[src/rtl/memory_arbiter_pkg.sv]
// memory_arbiter_pkg: shared types for the memory arbiter (register word, FSM state, grant owner)
package memory_arbiter_pkg;
    typedef logic [31:0] regval_t;
    typedef enum logic [1:0] {IDLE, READ_I, READ_D, WRITE} arb_state_t;
    typedef enum logic [1:0] {OWN_I, OWN_D_RD, OWN_D_WR} arb_owner_t;
    localparam int NUM_REQ = 3;
endpackage

[src/rtl/memory_arbiter_if.sv]
// memory_arbiter_if: fetch/load/store request channels plus the shared memory port; master = arbiter side, slave = core/memory side
interface memory_arbiter_if #(parameter int ADDR_WIDTH = 25);
    import memory_arbiter_pkg::*;
    regval_t                 ia, iv, da_in, dv_in, da_out, dv_out, mem_write_data, mem_read_data;
    logic                    ia_enable, iv_valid, da_in_enable, dv_in_valid, da_out_enable, dv_out_valid;
    logic [ADDR_WIDTH-1:0]   mem_address;
    logic                    mem_read_n, mem_write_n, mem_data_ready_n, mem_data_written_n, bus_error;
    modport master (
        input  ia, ia_enable, da_in, da_in_enable, da_out, dv_out, da_out_enable,
               mem_read_data, mem_data_ready_n, mem_data_written_n,
        output iv, iv_valid, dv_in, dv_in_valid, dv_out_valid,
               mem_address, mem_read_n, mem_write_n, mem_write_data, bus_error
    );
    modport slave (
        output ia, ia_enable, da_in, da_in_enable, da_out, dv_out, da_out_enable,
               mem_read_data, mem_data_ready_n, mem_data_written_n,
        input  iv, iv_valid, dv_in, dv_in_valid, dv_out_valid,
               mem_address, mem_read_n, mem_write_n, mem_write_data, bus_error
    );
endinterface

[src/rtl/memory_arbiter_arb_select.sv]
// arb_select: one-hot grant from masked fetch/load/store requests, store > load > fetch unless the starve force hands it to fetch
module arb_select
    import memory_arbiter_pkg::*;
(
    input  logic               fetch_i,
    input  logic               load_i,
    input  logic               store_i,
    input  logic               force_i,
    output logic [NUM_REQ-1:0] grant_o
);
    logic forced;
    always_comb begin
        forced            = force_i & fetch_i;
        grant_o           = '0;
        grant_o[OWN_D_WR] = store_i & ~forced;
        grant_o[OWN_D_RD] = load_i & ~store_i & ~forced;
        grant_o[OWN_I]    = fetch_i & (forced | ~(store_i | load_i));
    end
endmodule

[src/rtl/memory_arbiter.sv]
// memory_arbiter: serialises fetch/load/store onto one memory port (clock, reset_n, bus = memory_arbiter_if.master) with starvation guard and timeout
module memory_arbiter
    import memory_arbiter_pkg::*;
#(
    parameter int ADDR_WIDTH     = 25,
    parameter int STARVE_LIMIT   = 4,
    parameter int TIMEOUT_CYCLES = 1024
) (
    input logic              clock,
    input logic              reset_n,
    memory_arbiter_if.master bus
);
    localparam int SW = $clog2(STARVE_LIMIT + 1);
    localparam int TW = $clog2(TIMEOUT_CYCLES + 1);
    arb_state_t            state_q;
    logic [SW-1:0]         starve_cnt_q;
    logic [TW-1:0]         tmo_cnt_q;
    logic [ADDR_WIDTH-1:0] mem_address_q;
    regval_t               mem_write_data_q, iv_q, dv_in_q, rd_data;
    logic                  mem_read_n_q, mem_write_n_q, iv_valid_q, dv_in_valid_q, dv_out_valid_q, bus_error_q;
    logic [NUM_REQ-1:0]    grant;
    logic [ADDR_WIDTH-1:2] grant_addr;
    logic                  done, expired;
    arb_select u_select (
        .fetch_i (bus.ia_enable & ~iv_valid_q),
        .load_i  (bus.da_in_enable & ~dv_in_valid_q),
        .store_i (bus.da_out_enable & ~dv_out_valid_q),
        .force_i (starve_cnt_q >= SW'(STARVE_LIMIT)),
        .grant_o (grant)
    );
    always_comb begin
        grant_addr = grant[OWN_D_WR] ? bus.da_out[ADDR_WIDTH-1:2] :
                     grant[OWN_D_RD] ? bus.da_in[ADDR_WIDTH-1:2] : bus.ia[ADDR_WIDTH-1:2];
        done       = state_q == WRITE ? ~bus.mem_data_written_n : (state_q != IDLE) & ~bus.mem_data_ready_n;
        expired    = (state_q != IDLE) && tmo_cnt_q == TW'(TIMEOUT_CYCLES - 1);
        rd_data    = done ? bus.mem_read_data : '0;
    end
    always_ff @(posedge clock or negedge reset_n) begin
        if (!reset_n) begin
            state_q          <= IDLE;
            starve_cnt_q     <= '0;
            tmo_cnt_q        <= '0;
            mem_address_q    <= '0;
            mem_write_data_q <= '0;
            iv_q             <= '0;
            dv_in_q          <= '0;
            mem_read_n_q     <= 1'b1;
            mem_write_n_q    <= 1'b1;
            iv_valid_q       <= 1'b0;
            dv_in_valid_q    <= 1'b0;
            dv_out_valid_q   <= 1'b0;
            bus_error_q      <= 1'b0;
        end else begin
            iv_valid_q     <= 1'b0;
            dv_in_valid_q  <= 1'b0;
            dv_out_valid_q <= 1'b0;
            if (state_q == IDLE) begin
                tmo_cnt_q <= '0;
                if (|grant) begin
                    state_q       <= grant[OWN_I] ? READ_I : grant[OWN_D_RD] ? READ_D : WRITE;
                    mem_address_q <= {grant_addr, 2'b00};
                    mem_read_n_q  <= grant[OWN_D_WR];
                    mem_write_n_q <= ~grant[OWN_D_WR];
                    if (grant[OWN_D_WR]) mem_write_data_q <= bus.dv_out;
                    // saturating: once at the limit the force bit holds until fetch is served
                    starve_cnt_q  <= grant[OWN_I] ? '0 :
                                     (bus.ia_enable && starve_cnt_q < SW'(STARVE_LIMIT)) ? starve_cnt_q + 1'b1 : starve_cnt_q;
                end
            end else begin
                tmo_cnt_q <= tmo_cnt_q + 1'b1;
                if (done || expired) begin
                    state_q       <= IDLE;
                    mem_read_n_q  <= 1'b1;
                    mem_write_n_q <= 1'b1;
                    bus_error_q   <= bus_error_q | ~done;
                    if (state_q == READ_I) begin
                        iv_q       <= rd_data;
                        iv_valid_q <= 1'b1;
                    end
                    if (state_q == READ_D) begin
                        dv_in_q       <= rd_data;
                        dv_in_valid_q <= 1'b1;
                    end
                    if (state_q == WRITE) dv_out_valid_q <= 1'b1;
                end
            end
        end
    end
    assign bus.mem_address    = mem_address_q;
    assign bus.mem_write_data = mem_write_data_q;
    assign bus.mem_read_n     = mem_read_n_q;
    assign bus.mem_write_n    = mem_write_n_q;
    assign bus.iv             = iv_q;
    assign bus.iv_valid       = iv_valid_q;
    assign bus.dv_in          = dv_in_q;
    assign bus.dv_in_valid    = dv_in_valid_q;
    assign bus.dv_out_valid   = dv_out_valid_q;
    assign bus.bus_error      = bus_error_q;
endmodule

[src/flat_wrapper.sv]
// flat-port wrapper written by rule: the top's interface ports become plain ports
module memory_arbiter_flat import memory_arbiter_pkg::*;
#(
    parameter int ADDR_WIDTH     = 25,
    parameter int STARVE_LIMIT   = 4,
    parameter int TIMEOUT_CYCLES = 1024
)
  (clock, reset_n, bus_ia, bus_ia_enable, bus_da_in, bus_da_in_enable, bus_da_out, bus_dv_out, bus_da_out_enable, bus_mem_read_data, bus_mem_data_ready_n, bus_mem_data_written_n, bus_iv, bus_iv_valid, bus_dv_in, bus_dv_in_valid, bus_dv_out_valid, bus_mem_address, bus_mem_read_n, bus_mem_write_n, bus_mem_write_data, bus_bus_error);
  memory_arbiter_if #(.ADDR_WIDTH(ADDR_WIDTH)) bus_i ();
  input logic clock;
  input logic reset_n;
  input wire logic [$bits(bus_i.ia)-1:0] bus_ia;
  input wire logic [$bits(bus_i.ia_enable)-1:0] bus_ia_enable;
  input wire logic [$bits(bus_i.da_in)-1:0] bus_da_in;
  input wire logic [$bits(bus_i.da_in_enable)-1:0] bus_da_in_enable;
  input wire logic [$bits(bus_i.da_out)-1:0] bus_da_out;
  input wire logic [$bits(bus_i.dv_out)-1:0] bus_dv_out;
  input wire logic [$bits(bus_i.da_out_enable)-1:0] bus_da_out_enable;
  input wire logic [$bits(bus_i.mem_read_data)-1:0] bus_mem_read_data;
  input wire logic [$bits(bus_i.mem_data_ready_n)-1:0] bus_mem_data_ready_n;
  input wire logic [$bits(bus_i.mem_data_written_n)-1:0] bus_mem_data_written_n;
  output wire logic [$bits(bus_i.iv)-1:0] bus_iv;
  output wire logic [$bits(bus_i.iv_valid)-1:0] bus_iv_valid;
  output wire logic [$bits(bus_i.dv_in)-1:0] bus_dv_in;
  output wire logic [$bits(bus_i.dv_in_valid)-1:0] bus_dv_in_valid;
  output wire logic [$bits(bus_i.dv_out_valid)-1:0] bus_dv_out_valid;
  output wire logic [$bits(bus_i.mem_address)-1:0] bus_mem_address;
  output wire logic [$bits(bus_i.mem_read_n)-1:0] bus_mem_read_n;
  output wire logic [$bits(bus_i.mem_write_n)-1:0] bus_mem_write_n;
  output wire logic [$bits(bus_i.mem_write_data)-1:0] bus_mem_write_data;
  output wire logic [$bits(bus_i.bus_error)-1:0] bus_bus_error;
  assign bus_i.ia = bus_ia;
  assign bus_i.ia_enable = bus_ia_enable;
  assign bus_i.da_in = bus_da_in;
  assign bus_i.da_in_enable = bus_da_in_enable;
  assign bus_i.da_out = bus_da_out;
  assign bus_i.dv_out = bus_dv_out;
  assign bus_i.da_out_enable = bus_da_out_enable;
  assign bus_i.mem_read_data = bus_mem_read_data;
  assign bus_i.mem_data_ready_n = bus_mem_data_ready_n;
  assign bus_i.mem_data_written_n = bus_mem_data_written_n;
  assign bus_iv = bus_i.iv;
  assign bus_iv_valid = bus_i.iv_valid;
  assign bus_dv_in = bus_i.dv_in;
  assign bus_dv_in_valid = bus_i.dv_in_valid;
  assign bus_dv_out_valid = bus_i.dv_out_valid;
  assign bus_mem_address = bus_i.mem_address;
  assign bus_mem_read_n = bus_i.mem_read_n;
  assign bus_mem_write_n = bus_i.mem_write_n;
  assign bus_mem_write_data = bus_i.mem_write_data;
  assign bus_bus_error = bus_i.bus_error;
  memory_arbiter #(.ADDR_WIDTH(ADDR_WIDTH), .STARVE_LIMIT(STARVE_LIMIT), .TIMEOUT_CYCLES(TIMEOUT_CYCLES)) u_core (.clock(clock), .reset_n(reset_n), .bus(bus_i));
endmodule
[config.mk]
export PLATFORM = sky130hd
export DESIGN_NAME = memory_arbiter_flat
export DESIGN_NICKNAME = d
export VERILOG_FILES = /design/src/rtl/memory_arbiter_pkg.sv /design/src/rtl/memory_arbiter_if.sv /design/src/rtl/memory_arbiter_arb_select.sv /design/src/rtl/memory_arbiter.sv /design/src/flat_wrapper.sv
export SDC_FILE = /design/constraint.sdc
export NUM_CORES = 1
export LEC_CHECK = 0
export CAP_MARGIN = 10
export CORE_MARGIN = 3
export CORE_UTILIZATION = 42
export DETAILED_ROUTE_END_ITERATION = 12
export GPL_TIMING_DRIVEN = 1
export HOLD_SLACK_MARGIN = 0.02
export PLACE_DENSITY_LB_ADDON = 0.3
export SETUP_SLACK_MARGIN = 0.4
export SYNTH_ARGS = -nofsm -noshare
export SYNTH_HDL_FRONTEND = slang
export SYNTH_SLANG_ARGS = --single-unit
[constraint.sdc]
create_clock -name clock -period 1.7 [get_ports clock]
set_input_delay 0.255 -clock clock [delete_from_list [all_inputs] [get_ports clock]]
set_output_delay 0.255 -clock clock [all_outputs]
set_load 0.01 [all_outputs]
==> impl_metrics.ini <==
[outcome]
status = finished, final reports clean

[cells_and_area]
final_cell_mix = 138 x clkdlybuf4s50_1, 137 x dfrtp_1, 92 x buf_2
syn2layout_area_growth_pct = 74.26
final_common_cell = clkdlybuf4s50_1
design_area_um2 = 11210
final_layout_size_suffix_gt1_frac = 0.4924
nets = 1142
antenna_cells = 0

[clock_tree]
clk_latency_ns = 0.42
cts_made_buffers = 17
ctsLongestPathBuffers = 2
clk_pin_slew_ns = 0.06
cts_num_sinks = 141
clockRootBuffer = clkbuf_16
cts_tree = done
htreeDepth = 4

[placement]
dpl-instance-area_um2 = 9582
port_buffers = 264
place_congestion = 0.8469
dp_hpwl_um = 14230

[sta]
post-route-period-util = 0.9939
rsz0062_at_grt = yes
fin_crit_ns = 1.690
setup_violations = 0
hold_viol_final = 0
max_clock_freq_mhz = 591.8
hold_slack_ns = 0.3300
slew_viol_final = 0
final.setup_skew_ns = 0.009214

[worst_setup_path]
critPathKind = reg -> reg
cp_top_family = buffers and inverters
slowest_delay_ns = 0.38
cpMaxStageDelayCell = dfrtp_1
cp_data_required_time_ns = 2.04
crit_top_cell = buf_6
cp-startpoint = u_core.bus.dv_out_valid$_DFF_PN0_
cp-end-kind = flop
r2r_start = u_core.bus.dv_out_valid$_DFF_PN0_
regToRegEndpoint = u_core.bus.mem_address[8]$_DFFE_PN0P_
start_kind = flop
crit_chain = and2b_2 -> buf_6 -> o31ai_4 -> buf_6 -> buf_12 -> buf_16 -> nand2_2 -> o21ai_1
crit_end = u_core.bus.mem_address[8]$_DFFE_PN0P_
cp_num_cells = 8
rr_worst_depth = 8
cp.arrival_ns = 2.03
cp_max_fo = 6
crit_buf_inv = 4
reg2reg_slack_ns = 0.01

[worst_hold_path]
hold_path.class = in -> async

[synthesis]
synth_edf_count = 0
synth-adder-area-share = 0.005837
synth-xor-area-share = 0.01089
synth_area_um2 = 6431
synth_cells = 608
async_reset_ff_frac = 1.000
ys_types = 54
yosysSeqAreaShare = 0.5490
synth_top_family_by_area = compound AO/OA/AOI/OAI gates
synthFlopType = dfrtp_1
synth.avg_cell_area_um2 = 10.58
synthSimpleGateAreaFrac = 0.1288
synth.mux.area_fraction = 0.05759
yosys_warnings = 0
synth-compound-area-share = 0.1724
synth_seq_cells = 141

[global_route]
grt_first_pass_wirelength_um = 34910
grt_max_degree = 49
gr-total-overflow = 0
antenna_found_initial = 0
grt_pass1_vias = 6354
grt_use_total = 0.2718

[route]
drc_errors = 0
drt_iter0_markers = 388
wl_per_cell_um = 20.99
drt_first_pass_iters = 4
ant_nets = 0
drt_wl_total_um = 24540
vias_per_cell = 5.240
vias = 6126

[die]
start_util = 0.4359
dieHeight_um = 129.7
rows = 44
fp.dieW_um = 129.7
core_um2 = 14750
io_pins = 294
die_area_um2 = 16830

[power]
peakVddDrop_uv = 1050
powerDensity_nw_per_um2 = 1866
p_leak_nw = 5.289

[flow_run]
maxCapViolCount = 0
synthesized netlist by cell type, types with 2 or more instances:
cell type	instances	area, µm²
dfrtp_1	139	3478
nand2_1	93	349.1
inv_1	69	259.0
o21ai_2	58	508.0
o21ai_0	34	170.2
nor2b_1	27	168.9
o22ai_1	23	143.9
mux2_2	21	236.5
o21ai_1	20	100.1
clkbuf_1	15	56.30
nor2_1	12	45.04
and2b_2	11	96.34
mux2_1	11	123.9
buf_6	7	78.83
buf_2	6	30.03
nand3_1	6	30.03
xnor2_1	5	43.79
buf_4	4	30.03
a21oi_1	3	15.01
ha_1	3	37.54
xor2_1	3	26.28
a21boi_4	2	37.54
a31oi_1	2	12.51
dfstp_2	2	52.55
nand2b_1	2	12.51
nor3_1	2	10.01
metal layers:
| layer | global-route usage | vias to the layer above | routed length (µm) |
|---|---|---|---|
| met5 | 0 | - | 0 |
| met2 | 0.4735 | 298 | 12380 |
| met3 | 0.07327 | 84 | 1965 |
| met4 | 0.1180 | 0 | 1074 |
| li1 | - | 2727 | - |
| met1 | 0.3154 | 3017 | 9122 |
worst min path at each step:
stage	from	endpoint	slack (ns)	cells past startpoint
2_1_floorplan	reset_n	u_core.bus.bus_error$_DFFE_PN0P_	-0.04	0
3_3_place_gp	reset_n	u_core.bus.dv_in[9]$_DFFE_PN0P_	0.21	1
3_5_place_dp	reset_n	u_core.bus.dv_in[7]$_DFFE_PN0P_	0.20	1
4_1_cts	reset_n	u_core.bus.dv_in[9]$_DFFE_PN0P_	0.33	2
5_1_grt	reset_n	u_core.bus.dv_in[9]$_DFFE_PN0P_	0.36	2
6_report	reset_n	u_core.bus.dv_in[9]$_DFFE_PN0P_	0.33	2
registers in the layout, summed over array words and instances, names as in the netlist:
signal                     count
u_core.tmo_cnt_q              11
u_core.bus.mem_write_data     32
u_core.bus.bus_error           1
u_core.bus.dv_out_valid        1
u_core.bus.mem_write_n         1
u_core.bus.dv_in              32
u_core.bus.mem_read_n          1
u_core.bus.mem_address        23
u_core.bus.iv_valid            1
u_core.bus.iv                 32
u_core.bus.dv_in_valid         1
u_core.state_q                 2
u_core.starve_cnt_q            3
worst register-to-register path, stage by stage, from the launching register on:
cell     delay, ns
dfrtp_1       0.38
and2b_2       0.27
buf_6         0.13
o31ai_4       0.28
buf_6         0.18
buf_12        0.11
buf_16        0.12
nand2_2       0.06
o21ai_1       0.08
report_power, final:
part / total [W] / switching, W / internal [W] / leakage (nW)
clock network: 0.00341 / 0.00146 / 0.00194 / 0.254
logic: 0.0114 / 0.00548 / 0.00593 / 3.34
registers: 0.00609 / 0.00109 / 0.00501 / 1.69
cell type report:
cell class / count / area [µm²]
clock buffers: 23 / 467.9
well taps: 184 / 230.2
repair buffers: 378 / 3552
clock inverters: 9 / 63.81
flip-flops and latches: 141 / 3533
inverters: 69 / 259.0
multi-input cells: 365 / 3100
fillers: 905 / 3547
logic make-up after synthesis:
group | Yosys count
and+or+nand+nor | 166
xor gates and xnor gates | 8
adders and majority gates | 3
muxes | 33
AOI/OAI and AO/OA | 152
other | 1
DFF | 141
buffers and inverters | 104
timing repair:
action / 4_1_cts / 5_1_grt
setup buffers: 40 / 24
endpoints found under the hold margin: 41 / 0
hold buffers: 1 / 0
pin swaps: 19 / 31
gates resized for setup: 482 / 174
cloned: 13 / 5
endpoints found under the setup margin: 255 / 214
stage by stage:
step	util	setup TNS [ns]	total power (W)	instances	setup WS, ns
2_1_floorplan	-	0	0.01063	609	0.1962
3_3_place_gp	0.6494	-4.917	0.01501	1054	-0.2226
3_5_place_dp	0.6494	-11.50	0.01533	1054	-0.3471
4_1_cts	0.7414	0	0.01984	1140	0.1177
5_1_grt	0.7596	-0.1251	0.02198	1169	-0.04422
6_report	0.7596	0	0.02091	1169	0.01036
No activity file was read; power rests on OpenSTA's default activity.
